**config.mk**
```make
export PLATFORM = sky130hd
export DESIGN_NAME = music_rom_sequencer
export DESIGN_NICKNAME = d
export VERILOG_FILES = /design/src/rtl/music_rom_sequencer.sv
export SDC_FILE = /design/constraint.sdc
export NUM_CORES = 1
export LEC_CHECK = 0
export CORE_UTILIZATION = 49
export CTS_CLUSTER_DIAMETER = 100
export DETAILED_ROUTE_END_ITERATION = 6
export GPL_TIMING_DRIVEN = 0
export PLACE_DENSITY = 0.81
export SLEW_MARGIN = 5
export SYNTH_ARGS = -nofsm -noshare
export SYNTH_HDL_FRONTEND = slang
export SYNTH_SLANG_ARGS = --single-unit
```
**constraint.sdc**
```tcl
create_clock -name clk -period 1.93 [get_ports clk]
set_clock_uncertainty 0.15 [all_clocks]
set_input_delay 0.193 -clock clk [delete_from_list [all_inputs] [get_ports clk]]
set_output_delay 0.193 -clock clk [all_outputs]
set_load 0.02 [all_outputs]
```
**src/rtl/music_rom_sequencer.sv**
```systemverilog
// -----------------------------------------------------------------------------
// music_rom_sequencer
// Playback controller for the music note ROM. Walks ROM addresses, absorbs the
// one-cycle registered read, decodes {note[11:6], dur[5:0]} words and holds
// each note for eff_dur * TICK_DIV cycles before fetching the next word.
// Note 63 is the end marker; stepping past the last address also ends the song.
//
// Optional build macro: MUSIC_SEQ_PAUSE_EN adds a level-sensitive pause_i that
// freezes the note timers while in PLAY and drops note_valid_o meanwhile.
// -----------------------------------------------------------------------------
module music_rom_sequencer #(
    parameter int ADDR_WIDTH = 10,
    parameter int DATA_WIDTH = 12,
    parameter int TICK_DIV   = 50000
) (
    input  logic                  clk,
    input  logic                  rst,
    input  logic                  start_i,
    input  logic                  stop_i,
    input  logic                  loop_i,
    input  logic [ADDR_WIDTH-1:0] start_addr_i,
    output logic [ADDR_WIDTH-1:0] rom_addr_o,
    input  logic [DATA_WIDTH-1:0] rom_data_i,
`ifdef MUSIC_SEQ_PAUSE_EN
    input  logic                  pause_i,
`endif
    output logic [5:0]            note_o,
    output logic                  note_valid_o,
    output logic                  playing_o,
    output logic                  done_o
);

    localparam int                    TICK_W    = (TICK_DIV > 1) ? $clog2(TICK_DIV) : 1;
    localparam logic [TICK_W-1:0]     TICK_LAST = TICK_W'(TICK_DIV - 1);
    localparam logic [ADDR_WIDTH-1:0] ADDR_LAST = '1;
    localparam logic [5:0]            END_MARK  = 6'd63;

    typedef enum logic [1:0] {
        S_IDLE,
        S_FETCH,
        S_LATCH,
        S_PLAY
    } state_t;

    state_t                  r_state;
    logic [ADDR_WIDTH-1:0]   r_start_addr;
    logic [ADDR_WIDTH-1:0]   r_rom_addr;
    logic [5:0]              r_note;
    logic                    r_note_valid;
    logic                    r_playing;
    logic                    r_done;
    logic [TICK_W-1:0]       r_tick_cnt;
    logic [5:0]              r_dur_cnt;
    logic [5:0]              r_eff_dur;
    // Set when the last address has been played: the next LATCH is an end marker.
    logic                    r_wrap;

    logic [5:0]              w_rom_note;
    logic [5:0]              w_rom_dur;
    logic                    w_tick;
    logic                    w_note_end;
    logic                    w_run;

    assign w_rom_note = rom_data_i[11:6];
    assign w_rom_dur  = rom_data_i[5:0];
    assign w_tick     = (r_tick_cnt == TICK_LAST);
    assign w_note_end = w_tick && (r_dur_cnt == (r_eff_dur - 6'd1));

`ifdef MUSIC_SEQ_PAUSE_EN
    assign w_run = ~pause_i;
`else
    assign w_run = 1'b1;
`endif

    // Sequencer FSM: control priority is rst > stop > start > normal stepping.
    always_ff @(posedge clk) begin
        // NOTE: reset is synchronous, so it only lives inside the clocked branch;
        // every register, including the latched start address, is cleared here.
        if (rst) begin
            r_state      <= S_IDLE;
            r_start_addr <= '0;
            r_rom_addr   <= '0;
            r_note       <= '0;
            r_note_valid <= 1'b0;
            r_playing    <= 1'b0;
            r_done       <= 1'b0;
            r_tick_cnt   <= '0;
            r_dur_cnt    <= '0;
            r_eff_dur    <= '0;
            r_wrap       <= 1'b0;
        end else begin
            // done_o is a one-cycle pulse: cleared every cycle unless re-raised below.
            r_done <= 1'b0;

            if (stop_i) begin
                // Stop beats a simultaneous start and never signals done.
                r_state      <= S_IDLE;
                r_note       <= '0;
                r_note_valid <= 1'b0;
                r_playing    <= 1'b0;
                r_wrap       <= 1'b0;
            end else if (start_i) begin
                // Start (or restart) from a freshly latched address.
                r_start_addr <= start_addr_i;
                r_rom_addr   <= start_addr_i;
                r_state      <= S_FETCH;
                r_playing    <= 1'b1;
                r_wrap       <= 1'b0;
            end else begin
                case (r_state)
                    S_IDLE: begin
                        r_state <= S_IDLE;
                    end

                    S_FETCH: begin
                        // ROM is registering the word at r_rom_addr this cycle.
                        r_state <= S_LATCH;
                    end

                    S_LATCH: begin
                        if (r_wrap || (w_rom_note == END_MARK)) begin
                            r_wrap <= 1'b0;
                            if (loop_i) begin
                                r_rom_addr <= r_start_addr;
                                r_state    <= S_FETCH;
                            end else begin
                                r_done       <= 1'b1;
                                r_note       <= '0;
                                r_note_valid <= 1'b0;
                                r_playing    <= 1'b0;
                                r_state      <= S_IDLE;
                            end
                        end else begin
                            r_note       <= w_rom_note;
                            r_note_valid <= 1'b1;
                            r_tick_cnt   <= '0;
                            r_dur_cnt    <= '0;
                            r_eff_dur    <= (w_rom_dur == 6'd0) ? 6'd1 : w_rom_dur;
                            r_state      <= S_PLAY;
                        end
                    end

                    S_PLAY: begin
                        // Paused cycles neither count nor report a valid note.
                        r_note_valid <= w_run;
                        if (w_run) begin
                            if (w_tick) begin
                                r_tick_cnt <= '0;
                                if (w_note_end) begin
                                    // The last address never wraps; it ends the song instead.
                                    if (r_rom_addr == ADDR_LAST) begin
                                        r_wrap <= 1'b1;
                                    end else begin
                                        r_rom_addr <= r_rom_addr + 1'b1;
                                    end
                                    r_state <= S_FETCH;
                                end else begin
                                    r_dur_cnt <= r_dur_cnt + 6'd1;
                                end
                            end else begin
                                r_tick_cnt <= r_tick_cnt + 1'b1;
                            end
                        end
                    end

                    default: begin
                        r_state <= S_IDLE;
                    end
                endcase
            end
        end
    end

    assign rom_addr_o   = r_rom_addr;
    assign note_o       = r_note;
    assign note_valid_o = r_note_valid;
    assign playing_o    = r_playing;
    assign done_o       = r_done;

endmodule

```
======== Yosys cells after proc, flatten, opt, wreduce, memory -nomap -nowiden ========
Cells that the tools add are included.
word-level totals
  register bits after elaboration ......... 60
  logic and storage cells ................. 98
operators by class
  add/sub/neg operators ................... 4
  eq/ne operators ......................... 21
  mux-type cells .......................... 35
  bitwise gates (word level) .............. 4
  reductions and logical operators ........ 22
operators by type and width
  cell                                            number
  two-way mux 10 bit                              6
  two-way mux 6 bit                               6
  two-way mux 16 bit                              2
  one-hot mux 16 bit (2 select lines)             1
  one-hot mux 10 bit (2 select lines)             1
  != test 3 bit (second input constant)           6
  adder 16 x 1 -> 16 bit (second input constant)  1
  == test 16 bit (second input constant)          1
  != test 2 bit (second input constant)           8
  two-way mux 1 bit                               12
  one-hot mux 6 bit (2 select lines)              1
  adder 10 x 1 -> 10 bit (second input constant)  1
  == test 10 bit (second input constant)          1
  AND reduction 3 bit                             3
  one-hot mux 2 bit (4 select lines)              1
  AND reduction 4 bit                             2
  AND reduction 7 bit                             1
  adder 6 x 1 -> 6 bit (second input constant)    1
  == test 6 bit                                   1
  == test 6 bit (second input constant)           1
  logical NOT 6 bit                               1
  two-way mux 2 bit                               3
  AND reduction 2 bit                             3
  AND reduction 6 bit                             1
  14 further kinds                                21

======== Longest topological paths before layout ========
Gate-level depths: netlist (run 1).
  word-level depth ........................ 7
  depth in mapped cells ................... 9
  gate-level depth less buffers ........... 8

======== Worst setup path before layout (run 1) ========
Ideal clock, no wire load.
  kind .................................... reg2reg
  start ................................... register r_rom_addr[0], in the netlist rom_addr_o[0]
  end ..................................... register r_rom_addr[8], in the netlist rom_addr_o[8]
  library setup time ...................... 0.133 ns
  arrival ................................. 1.929 ns
  required time ........................... 1.647 ns
  path slack .............................. -0.282 ns
  cell stages (with the launch flop) ...... 9
  clock period less this slack ............ 2.212 ns
  cell sequence ........................... dfxtp_1 > ha_1 > nand3_1 > or4_1 > nor2_1 > nor2_1 > buf_2 > a21oi_2 > a311oi_2
between the ends
  longest elaborated chain between the ends .. 6
ends and longest elaborated chain
  element                              line  RTL
  start: declaration                   47    logic [ADDR_WIDTH-1:0] r_rom_addr;
  start signal: assignment             105   r_rom_addr <= start_addr_i;
  start signal: assignment             124   r_rom_addr <= r_start_addr;
  start signal: assignment             154   r_rom_addr <= r_rom_addr + 1'b1;
  adder 10 x 1 -> 10 bit               154
  two-way mux 10 bit                   151   if (r_rom_addr == ADDR_LAST) begin
  two-way mux 10 bit                   149   if (w_note_end) begin
  two-way mux 10 bit                   147   if (w_tick) begin
  one-hot mux 10 bit (2 select lines)  110   case (r_state)
  two-way mux 10 bit                   102   end else if (start_i) begin
Parallel ways exist; a longest one is shown, timed or not. The select of a mux whose other input is x is not followed.
A chain may end at the register's enable or synchronous reset.

======== Final worst setup path (run 1) ========
  start ................................... register r_eff_dur[1]
  end ..................................... register r_rom_addr[9], in the netlist rom_addr_o[9]
between the ends
  longest elaborated chain between the ends .. 5
ends and longest elaborated chain
  element                        line  RTL
  start: declaration             54    logic [5:0] r_eff_dur;
  start signal: assignment       138   r_eff_dur <= (w_rom_dur == 6'd0) ? 6'd1 : w_rom_dur;
  subtractor 6 x 1 -> 6 bit      67    assign w_note_end = w_tick && (r_dur_cnt == (r_eff_dur - 6'd1));
  == test 6 bit                  67
  logical AND 1 bit              67
  != test 3 bit (no line)        --
  AND reduction 7 bit (no line)  --
No other way between the ends.

==> impl_results.md, run 1 <==
* Status: complete, but fails checks
* Failing checks: negative setup slack
* Design area at 4385 um2
* Post-place instance area at 3719 um2
* DRT iter0 DRCs at 215
* Setup_tns at -3.165 ns
* Synth async-reset ratio at 0%
* Syn_nets at 409
* Max cap viols at 0
* Clock Sinks at 60
* Detail Placement HPWL at 5.740 mm
* Gr usage total at 27.48%
* DIE HEIGHT at 81.44 um
* CP Launch Type: register
* Wirelength per Cell at 16.60 um
* Routed Wire Length at 8.965 mm
* Switching share of power at 25.66%
* Cell leakage power at 1.560 nW
* Yosys warns at 0
* Post-synthesis cell area at 3092 um2
* Row count at 28
* Largest net degree at the start of global routing at 13
* Die width at 81.44 um
* Fin worst setup slack at -0.2628 ns
* Count of pins over their slew limit at 0
* Layout Nets at 491
* Share of layout cells above drive strength 1 at 24.09%
* WP depth at 8
* DRT Pass-1 Iters at 6
* CP dominant cell by count: buf_4
* CTS Buffer Depth at 2
* Synthesized area per cell at 8.179 um2
* DRT antenna net count at 0
* Power Density at 651.0 nW/um2
* Overall Power at 2.855 mW
* Cell count after synthesis at 378
* Fin crit period at 2.193 ns
* Worst rel slew slack at 53.46%
* Cells after DPL at 498
* Worst Hold Depth at 3
* Family with the most delay on the worst path: compound AO/OA/AOI/OAI gates
* Worst slew pin tran at 0.6928 ns
* Switching Power at 0.7326 mW
* Most frequent cells in the layout: 44 x nor2_1, 44 x dfxtp_1, 44 x clkdlybuf4s50_1, 43 x nand2_1, 37 x a21oi_1
* Routed vias at 3199
* Sequential share of power at 44.7%
* Clk network pwr share at 45.4%
* Starting Density at 51.61%
* CP Class: register to register
* Post-Place Worst Slack at -0.6488 ns
* Period utilisation layout at 113.6%
* Hold_ws at 0.2755 ns
* Hold crit path type: primary input to register
* CORE AREA at 5991 um2
* Worst EP required at 2.04 ns
* Max Clk Rate at 456.0 MHz
* IO Count at 46
* Fin cells at 540
* Comb power frac at 10.0%
* CP peak stage delay at 0.54 ns
* Synth Register Bits at 60
* Number of CTS-inserted buffers at 9
* Crit path cell chain: or4_4 -> a31oi_4 -> o31ai_4 -> a21oi_4 -> buf_4 -> buf_4 -> a21oi_2 -> a311oi_2
* First-pass GRT wire length at 13.66 mm
* Clock-pin slew on the worst setup and hold paths at 0.08 ns
* Post-CTS Hold Buffers at 0
* Vias per cell at 5.924
* Sequential cell area fraction in the yosys report at 38.85%
* Root Driver: clkbuf_8
* Setup crit end kind: register
* Worst-Skew Late Latency at 0.35 ns
* Final core occ at 73.20%
* Post-synth EDFFs at 0
* H-tree depth at 3
* Int Power at 2.122 mW
* Port Buf Inserts at 45
* Antenna violations before repair at 0
* DRC viols at 0
* RSZ-0062 raised after global routing: true
* Fill cells at 413
* Vias in the first global route at 2969
* Endpoints failing setup at 18
* Hold Vio Cnt, Final at 0
* Worst IR Drop VDD at 669.6 uV
* Distinct cells, synth at 49
* Path depth of the worst reg2reg path at 8
* Main synth FF type: dfxtp_1
* GR Overflow Total at 0
* Slowest cell on the critical path: or4_4
* Antenna diodes at 0
* Die Footprint at 6632 um2
* Crit path DAT at 2.31 ns
* Gpl congestion at 0.9133
* Synth-to-layout area growth at 41.85%
* CTS tree: built
* Worst path bufs/invs at 2
* Crit Path Max Fanout at 5
power by group through the flow:
stage          sequential, mW  clock, mW  combinational, mW
6_report                 1.27       1.30              0.285
5_1_grt                  1.28       1.36              0.306
4_1_cts                  1.27       1.31              0.267
3_5_place_dp             1.31          0              0.241
3_3_place_gp             1.31          0              0.237
2_1_floorplan            1.32          0              0.108
worst reg2reg max path, delay by kind of cell, from the launching register on:
kind            cells  cell delay, ns
compound gates      5            0.82
simple gates        1            0.54
flops               1            0.36
buf+inv             2            0.24
cell usage after synthesis, types with 2 or more instances:
master    instances  share of area (%)
buf_6             2               0.73
nor2_1           47                5.7
nand3_1          13                2.1
nand4_1          10                2.0
or4_1             3               0.73
nor3_1           11                1.8
clkbuf_1          7               0.85
o211ai_1          2               0.49
buf_2             3               0.49
and4_1            3               0.85
nand2_1          46                5.6
a21oi_2           2               0.57
a21oi_1          40                6.5
o31ai_1           3               0.73
a21o_1            3               0.73
nor4b_1           2               0.57
or2_2             2               0.40
xnor2_1          12                3.4
a211oi_2          2               0.81
o21ai_0          11                1.8
or3_1             3               0.61
a211oi_1          6                1.5
a22oi_1           7                1.7
and2_1            2               0.40
a311oi_1          7                2.0
nor4_1            2               0.40
xor2_1           17                4.8
buf_1             2               0.24
inv_1             9                1.1
nand2b_1          5                1.0
dfxtp_1          60                 39
mux2i_1          10                3.2
ha_1              4                1.6
and3_1            5                1.0
metal layers:
metal,GRT usage (%),vias to the layer above,wire [um]
met5,0,-,0
met4,11.07,0,139
met3,8.222,15,606
met2,45.67,117,4344
met1,32.99,1539,3875
li1,-,1528,-
timing repair:
item                       4_1_cts  5_1_grt
buffers inserted                21        6
pin swaps                       13        3
gates resized for setup         32       32
setup endpoints to repair       31       31
worst paths after layout:
check                     to            start  slack, ns
max            rom_addr_o[9]     r_eff_dur[1]      -0.26
min          r_start_addr[1]  start_addr_i[1]       0.28
max reg2reg    rom_addr_o[9]     r_eff_dur[1]      -0.26
min reg2reg  r_start_addr[1]  r_start_addr[1]       0.31
area by class of cell:
cell class / instances / area (um2) / area share, %
multi-input cells: 294 / 2028 / 46.25
flip-flops and latches: 60 / 1241 / 28.30
repair buffers: 72 / 671.9 / 15.32
clock buffers: 9 / 123.9 / 2.825
clock inverters: 7 / 100.1 / 2.282
well taps: 75 / 93.84 / 2.140
plain buffers: 13 / 85.08 / 1.940
inverters: 10 / 41.29 / 0.9415
cell families after synthesis:
| logic type | after synthesis | share of synthesized area [%] |
|---|---|---|
| and+or+nand+nor | 157 | 23.92 |
| AOI/OAI and AO/OA | 94 | 20.64 |
| DFF | 60 | 38.85 |
| xor gates and xnor gates | 29 | 8.215 |
| buffers and inverters | 24 | 3.521 |
| muxes | 10 | 3.238 |
| adders and majority gates | 4 | 1.619 |
flip-flops by register name (all words and copies together), names as in the netlist:
| signal | count |
|---|---|
| playing_o | 1 |
| r_eff_dur | 6 |
| r_wrap | 1 |
| done_o | 1 |
| r_dur_cnt | 6 |
| r_tick_cnt | 16 |
| rom_addr_o | 10 |
| r_state | 2 |
| note_valid_o | 1 |
| note_o | 6 |
| r_start_addr | 10 |
(Power assumes the default switching activity.)
==> run 2: changes to the inputs <==
--- a/config.mk
+++ b/config.mk
@@ -5,10 +5,10 @@
 export SDC_FILE = /design/constraint.sdc
 export NUM_CORES = 1
 export LEC_CHECK = 0
+export CORE_ASPECT_RATIO = 0.8
 export CORE_UTILIZATION = 49
 export CTS_CLUSTER_DIAMETER = 100
 export DETAILED_ROUTE_END_ITERATION = 6
-export GPL_TIMING_DRIVEN = 0
 export PLACE_DENSITY = 0.81
 export SLEW_MARGIN = 5
 export SYNTH_ARGS = -nofsm -noshare
==> run 2 against run 1 <==
The run still ends with negative setup slack left; largest power group is now sequential cells; clock power down 8%; wire length grew 14%; worst setup slack better by 0.0053 ns; power down 3.0%; global-route usage up 2.8 points; cell area is 8.6% higher; register-to-register slack is essentially flat; combinational power grew 8.4%; die area hardly changed; flip-flop and latch count is the same; via count is 8.3% higher; first-iteration DRC count rose by 22%.
==> impl_results.md, run 2 (synthesized netlist as in run 1, its figures left out) <==
* DRT antenna net count at 0 (unchanged)
* Design area at 4765 um2 (was 4385 um2)
* Storage element area at 1230 um2 (was 1241 um2)
* Hold Vio Cnt, Final at 0 (unchanged)
* Setup crit end kind: register (unchanged)
* CP Launch Type: register (unchanged)
* Biggest register: r_tick_cnt (unchanged)
* Vias per cell at 5.905 (was 5.924)
* Max Clk Rate at 457.1 MHz (was 456.0 MHz)
* Multi-input logic area at 2078 um2 (was 2028 um2)
* Gr usage total at 30.32% (was 27.48%)
* Crit Path Max Fanout at 7 (was 5)
* DRT iter0 DRCs at 263 (was 215)
* Port Buf Inserts at 45 (unchanged)
* Commonest non-fill, non-tap cell in the layout: buf_4
* IO Count at 46 (unchanged)
* GR Overflow Total at 0 (unchanged)
* Starting Density at 51.48% (was 51.61%)
* Period utilisation layout at 113.3% (was 113.6%)
* Post-CTS Hold Buffers at 0 (unchanged)
* Root Driver: clkbuf_8 (unchanged)
* Vias in the first global route at 3283 (was 2969)
* DIE HEIGHT at 73.05 um (was 81.44 um)
* DRT Pass-1 Iters at 5 (was 6)
* Power Density at 581.4 nW/um2 (was 651.0 nW/um2)
* Layout Nets at 532 (was 491)
* Final core occ at 79.33% (was 73.20%)
* Fin crit period at 2.188 ns (was 2.193 ns)
* Antenna diodes at 0 (unchanged)
* Worst slew pin tran at 0.6478 ns (was 0.6928 ns)
* Worst rel slew slack at 56.48% (was 53.46%)
* Routed Wire Length at 10.26 mm (was 8.965 mm)
* First-pass GRT wire length at 15.53 mm (was 13.66 mm)
* Count of pins over their slew limit at 0 (unchanged)
* Die width at 90.81 um (was 81.44 um)
* Fill cells at 406 (was 413)
* Share of layout cells above drive strength 1 at 31.62% (was 24.09%)
* CP Class: register to register (unchanged)
* Antenna violations before repair at 0 (unchanged)
* CTS Buffer Depth at 2 (unchanged)
* Hold crit path type: primary input to register (unchanged)
* Detail Placement HPWL at 6.546 mm (was 5.740 mm)
* Post-place instance area at 4269 um2 (was 3719 um2)
* Number of flip-flops in the largest register at 16 (unchanged)
* Worst-Skew Late Latency at 0.36 ns (was 0.35 ns)
* RSZ-0062 raised after global routing: true (unchanged)
* Most frequent cells in the layout: 76 x buf_4, 47 x dfxtp_1, 45 x clkdlybuf4s50_1, 44 x nor2_1, 43 x nand2_1 (was 44 x nor2_1, 44 x dfxtp_1, 44 x clkdlybuf4s50_1, 43 x nand2_1, 37 x a21oi_1)
* Routed vias at 3466 (was 3199)
* Synth-to-layout area growth at 54.11% (was 41.85%)
* CTS tree: built (unchanged)
* DRC viols at 0 (unchanged)
* Max cap viols at 0 (unchanged)
* Clock-pin slew on the worst setup and hold paths at 0.07 ns (was 0.08 ns)
* Wirelength per Cell at 17.47 um (was 16.60 um)
* Failing checks: negative setup slack (unchanged)
* Crit path DAT at 2.31 ns (about the same)
* Worst EP required at 2.05 ns (was 2.04 ns)
* Die Footprint at 6633 um2 (was 6632 um2)
* Fin worst setup slack at -0.2576 ns (was -0.2628 ns)
* Endpoints failing setup at 19 (was 18)
* Clock Sinks at 60 (unchanged)
* Worst IR Drop VDD at 439.4 uV (was 669.6 uV)
* Gpl congestion at 0.9075 (was 0.9133)
* Status: complete, but fails checks (unchanged)
* Largest net degree at the start of global routing at 23 (was 13)
* Row count at 25 (was 28)
* Number of CTS-inserted buffers at 9 (unchanged)
* CORE AREA at 6006 um2 (was 5991 um2)
* Cell leakage power at 1.803 nW (was 1.560 nW)
* H-tree depth at 3 (unchanged)
-- run 2: cell count changes in the layout (fill, tap and decap cells not counted), sizes merged --
| cell | delta |
|---|---|
| buf | +48 |
| clkbuf | -4 |
| bufinv | -1 |
| clkdlybuf4s50 | +1 |
| clkinv | -1 |
| clkinvlp | -1 |
| dlygate4sd2 | -1 |
-- run 2: worst max-delay path, cell delays in order, from the launching register on --
cell	delay (ns)
dfxtp_4	0.39
inv_4	0.05
ha_4	0.24
xnor2_2	0.13
nor2_2	0.21
nand4_1	0.23
a211oi_2	0.28
buf_6	0.21
o211ai_1	0.13
o31ai_2	0.08
-- run 2: where the power goes --
group	internal (mW)	total, mW	leakage (nW)	switching [mW]
logic	0.153	0.309	1.21	0.156
registers	1.26	1.27	0.494	0.0165
clock network	0.662	1.19	0.102	0.526
-- run 2: metal layers --
metal | up-vias | track usage, % | share of wire, %
met5 | - | 0 | 0
met4 | 0 | 14.46 | 3.7
met3 | 38 | 8.229 | 7.5
met2 | 166 | 54.55 | 49
met1 | 1652 | 33.80 | 40
li1 | 1610 | - | -
-- run 2: timing repair --
item,4_1_cts,5_1_grt
endpoints found under the setup margin,33,33
gates cloned,0,0
resized for setup,25,31
pin swaps,8,12
buffers inserted,3,3
-- run 2: final cells by class --
type | instances | area share, %
sequential | 60 | 25.81
multi-input combinational | 294 | 43.62
timing repair buffer | 126 | 23.35
clock inverter | 4 | 0.9979
clock buffer | 12 | 3.256
inverter | 10 | 0.8403
tap | 81 | 2.127
-- run 2: metrics by stage --
step	std cells	hold slack (ns)	total power, mW	setup WS [ns]	TNS [ns]
3_5_place_dp	566	0.2950	1.593	-0.3040	-7.133
6_report	587	0.2564	2.770	-0.2576	-3.007
2_1_floorplan	378	0.1790	1.430	-0.05300	-0.2551
3_3_place_gp	566	0.2935	1.584	-0.1696	-4.179
5_1_grt	587	0.2829	2.855	-0.3189	-4.700
4_1_cts	585	0.2550	2.760	-0.1602	-1.951
-- run 2: final timing paths --
| path | depth (start not counted) | slack (ns) | startpoint | end |
|---|---|---|---|---|
| max | 9 | -0.26 | r_eff_dur[0] | r_dur_cnt[0] |
| min | 3 | 0.26 | start_addr_i[4] | r_start_addr[4] |
| max reg2reg | 9 | -0.26 | r_eff_dur[0] | r_dur_cnt[0] |
| min reg2reg | 2 | 0.31 | r_start_addr[6] | r_start_addr[6] |
==> run 3: changes to the inputs <==
--- a/config.mk
+++ b/config.mk
@@ -9,7 +9,7 @@
 export CORE_UTILIZATION = 49
 export CTS_CLUSTER_DIAMETER = 100
 export DETAILED_ROUTE_END_ITERATION = 6
-export PLACE_DENSITY = 0.81
+export PLACE_DENSITY = 0.76
 export SLEW_MARGIN = 5
 export SYNTH_ARGS = -nofsm -noshare
 export SYNTH_HDL_FRONTEND = slang
==> run 3 against run 2 <==
The run still ends with negative setup slack left; critical path depth decreased by 2; worst setup slack gained 0.089 ns; fmax rose by 4.3%; utilization shrank 3.6 points.
==> impl_results.md, run 3 (synthesized netlist as in run 1, its figures left out) <==
* Commonest non-fill, non-tap cell in the layout: buf_4 (unchanged)
* Comb power frac at 11.2% (about the same)
* Die width at 90.81 um (unchanged)
* WHS Endpoint: r_start_addr[3] (was r_start_addr[4])
* Worst IR Drop VDD at 408.6 uV (was 439.4 uV)
* Max Clk Rate at 476.6 MHz (was 457.1 MHz)
* Largest net degree at the start of global routing at 22 (was 23)
* Met3 Track Usage GR at 8.125% (was 8.229%)
* Post-place instance area at 4199 um2 (was 4269 um2)
* Number of flip-flops in the largest register at 16 (unchanged)
* Cell leakage power at 1.734 nW (was 1.803 nW)
* Count of pins over their slew limit at 0 (unchanged)
* DRC viols at 0 (unchanged)
* H-tree depth at 3 (unchanged)
* GR Overflow Total at 0 (unchanged)
* Switching Power at 0.6780 mW (was 0.6989 mW)
* Min-Delay Startpoint: start_addr_i[3] (was start_addr_i[4])
* Design area at 4546 um2 (was 4765 um2)
* DRT antenna net count at 0 (unchanged)
* Clock-pin slew on the worst setup and hold paths at 0.07 ns (about the same)
* Status: complete, but fails checks (unchanged)
* Endpoints failing setup at 18 (was 19)
* Path depth of the worst reg2reg path at 7 (was 9)
* Number of CTS-inserted buffers at 9 (unchanged)
* Setup crit end kind: register (unchanged)
* FF-to-FF setup slack at -0.17 ns (was -0.26 ns)
* Vias per cell at 5.547 (was 5.905)
* Slowest cell on the critical path: or4_4 (was dfxtp_4)
* Hold crit path type: primary input to register (unchanged)
* Worst Hold Depth at 3 (unchanged)
* Final core occ at 75.69% (was 79.33%)
* Routed vias at 3212 (was 3466)
* Power Density at 575.9 nW/um2 (was 581.4 nW/um2)
* Hold Vio Cnt, Final at 0 (unchanged)
* Starting Density at 51.48% (unchanged)
* Overall Power at 2.618 mW (was 2.770 mW)
* GRT Max-Usage Layer: met2 (unchanged)
* CP peak stage delay at 0.54 ns (was 0.39 ns)
* R2R Path End: rom_addr_o[4] (was r_dur_cnt[0])
* Fin crit period at 2.098 ns (was 2.188 ns)
* Crit path DAT at 2.19 ns (was 2.31 ns)
* R2r startpoint: r_eff_dur[1] (was r_eff_dur[0])
* DRT Pass-1 Iters at 4 (was 5)
* First-pass GRT wire length at 14.14 mm (was 15.53 mm)
* Post-Place Worst Slack at -0.2462 ns (was -0.3040 ns)
* Wirelength per Cell at 15.09 um (was 17.47 um)
* Switching share of power at 25.90% (was 25.23%)
* Met1 Use GR at 33.95% (was 33.80%)
* Worst-Skew Late Latency at 0.34 ns (was 0.36 ns)
* Post-CTS Hold Buffers at 0 (unchanged)
* CP Class: register to register (unchanged)
* Clk network pwr share at 40.1% (was 42.9%)
* Die Footprint at 6633 um2 (unchanged)
* DRT iter0 DRCs at 111 (was 263)
* GR Util met2 at 45.03% (was 54.55%)
* Max cap viols at 0 (unchanged)
* Clock Sinks at 60 (unchanged)
* Int Power at 1.940 mW (was 2.071 mW)
* Fin worst setup slack at -0.1683 ns (was -0.2576 ns)
* Crit Path Max Fanout at 14 (was 7)
* Layout Nets at 524 (was 532)
* Share of layout cells above drive strength 1 at 28.11% (was 31.62%)
* Most frequent cells in the layout: 70 x buf_4, 48 x dfxtp_1, 45 x nor2_1, 45 x clkdlybuf4s50_1, 44 x nand2_1 (was 76 x buf_4, 47 x dfxtp_1, 45 x clkdlybuf4s50_1, 44 x nor2_1, 43 x nand2_1)
* Routed Wire Length at 8.735 mm (was 10.26 mm)
* Row count at 25 (unchanged)
* IO Count at 46 (unchanged)
* Vias in the first global route at 3060 (was 3283)
* Crit path cell chain: or4_4 -> a31oi_4 -> o31ai_4 -> a21oi_4 -> buf_12 -> a21oi_1 -> a311oi_1 (was inv_4 -> ha_4 -> xnor2_2 -> nor2_2 -> nand4_1 -> a211oi_2 -> buf_6 -> o211ai_1 -> o31ai_2)
* Port Buf Inserts at 45 (unchanged)
* Biggest register: r_tick_cnt (unchanged)
* RSZ-0062 raised after global routing: true (unchanged)
* Detail Placement HPWL at 6.165 mm (was 6.546 mm)
* CTS tree: built (unchanged)
* DIE HEIGHT at 73.05 um (unchanged)
* Worst EP required at 2.02 ns (was 2.05 ns)
* Synth-to-layout area growth at 47.03% (was 54.11%)
* CORE AREA at 6006 um2 (unchanged)
* Worst slew pin tran at 0.6215 ns (was 0.6478 ns)
* CP Launch Type: register (unchanged)
* Worst rel slew slack at 58.25% (was 56.48%)
* Gpl congestion at 0.8671 (was 0.9075)
* Root Driver: clkbuf_8 (unchanged)
* Setup_tns at -2.229 ns (was -3.007 ns)
* Gr usage total at 26.97% (was 30.32%)
* Antenna violations before repair at 0 (unchanged)
* Antenna diodes at 0 (unchanged)
* Failing checks: negative setup slack (unchanged)
* Sequential share of power at 48.6% (was 45.9%)
* CTS Buffer Depth at 2 (unchanged)
* Period utilisation layout at 108.7% (was 113.3%)
## run 3: changes by cell type in the layout (fill, tap and decap cells not counted), moves of 2 or more
cell / change
buf_4: -6
clkbuf_8: -2
o31ai_1: +2
o31ai_2: -2
clkinvlp_4: +2
buf_12: -2
and4_1: +2
and4_4: -3
nor3_1: +2
o21ai_1: -2
nor3_4: -3
## run 3: metal layers
metal	up-vias	part of all wire, %
met3	14	6.0
met4	0	1.5
met5	-	0
li1	1588	-
met2	105	47
met1	1505	45
## run 3: final cells by class
cell class | count | area [um2]
multi-input cells | 294 | 1967
fillers | 446 | 1460
flip-flops and latches | 60 | 1226
repair buffers | 118 | 1027
clock buffers | 10 | 148.9
well taps | 81 | 101.3
clock inverters | 6 | 37.54
inverters | 10 | 37.54
## run 3: timing repair
item | in CTS | in global routing
gates resized for setup | 16 | 17
pin swaps | 7 | 8
buffers inserted | 1 | 2
endpoints found under the setup margin | 32 | 21
## run 3: how the worst max path moves through the flow
| stage | from | endpoint | slack [ns] | depth (start not counted) |
|---|---|---|---|---|
| after floorplan | r_eff_dur[1] | r_dur_cnt[5] | -0.05 | 6 |
| after global placement | start_i | rom_addr_o[7] | -0.20 | 9 |
| after detailed placement | start_i | r_dur_cnt[0] | -0.25 | 7 |
| after CTS | r_eff_dur[1] | rom_addr_o[3] | -0.16 | 7 |
| after global routing | r_eff_dur[1] | r_dur_cnt[2] | -0.26 | 7 |
| final | r_eff_dur[1] | rom_addr_o[4] | -0.17 | 7 |
## run 3: power groups by stage
stage | clock, mW | combinational [mW] | sequential (mW)
CTS | 1.07 | 0.287 | 1.28
floorplan | 0 | 0.108 | 1.32
detailed placement | 0 | 0.283 | 1.30
global placement | 0 | 0.276 | 1.30
global route | 1.13 | 0.317 | 1.28
finish | 1.05 | 0.294 | 1.27
## run 3: worst max-delay path: cells and delay by family (launching register included)
family / cells / cell delay (ns)
buffers and inverters: 1 / 0.15
and+or+nand+nor: 1 / 0.54
AOI/OAI and AO/OA: 5 / 0.78
DFF: 1 / 0.36
## run 3: stage by stage
| step | instances | hold WS, ns |
|---|---|---|
| after floorplan | 378 | 0.1790 |
| after global placement | 560 | 0.2883 |
| after detailed placement | 560 | 0.3004 |
| after CTS | 577 | 0.2679 |
| after global routing | 579 | 0.2868 |
| final | 579 | 0.2745 |
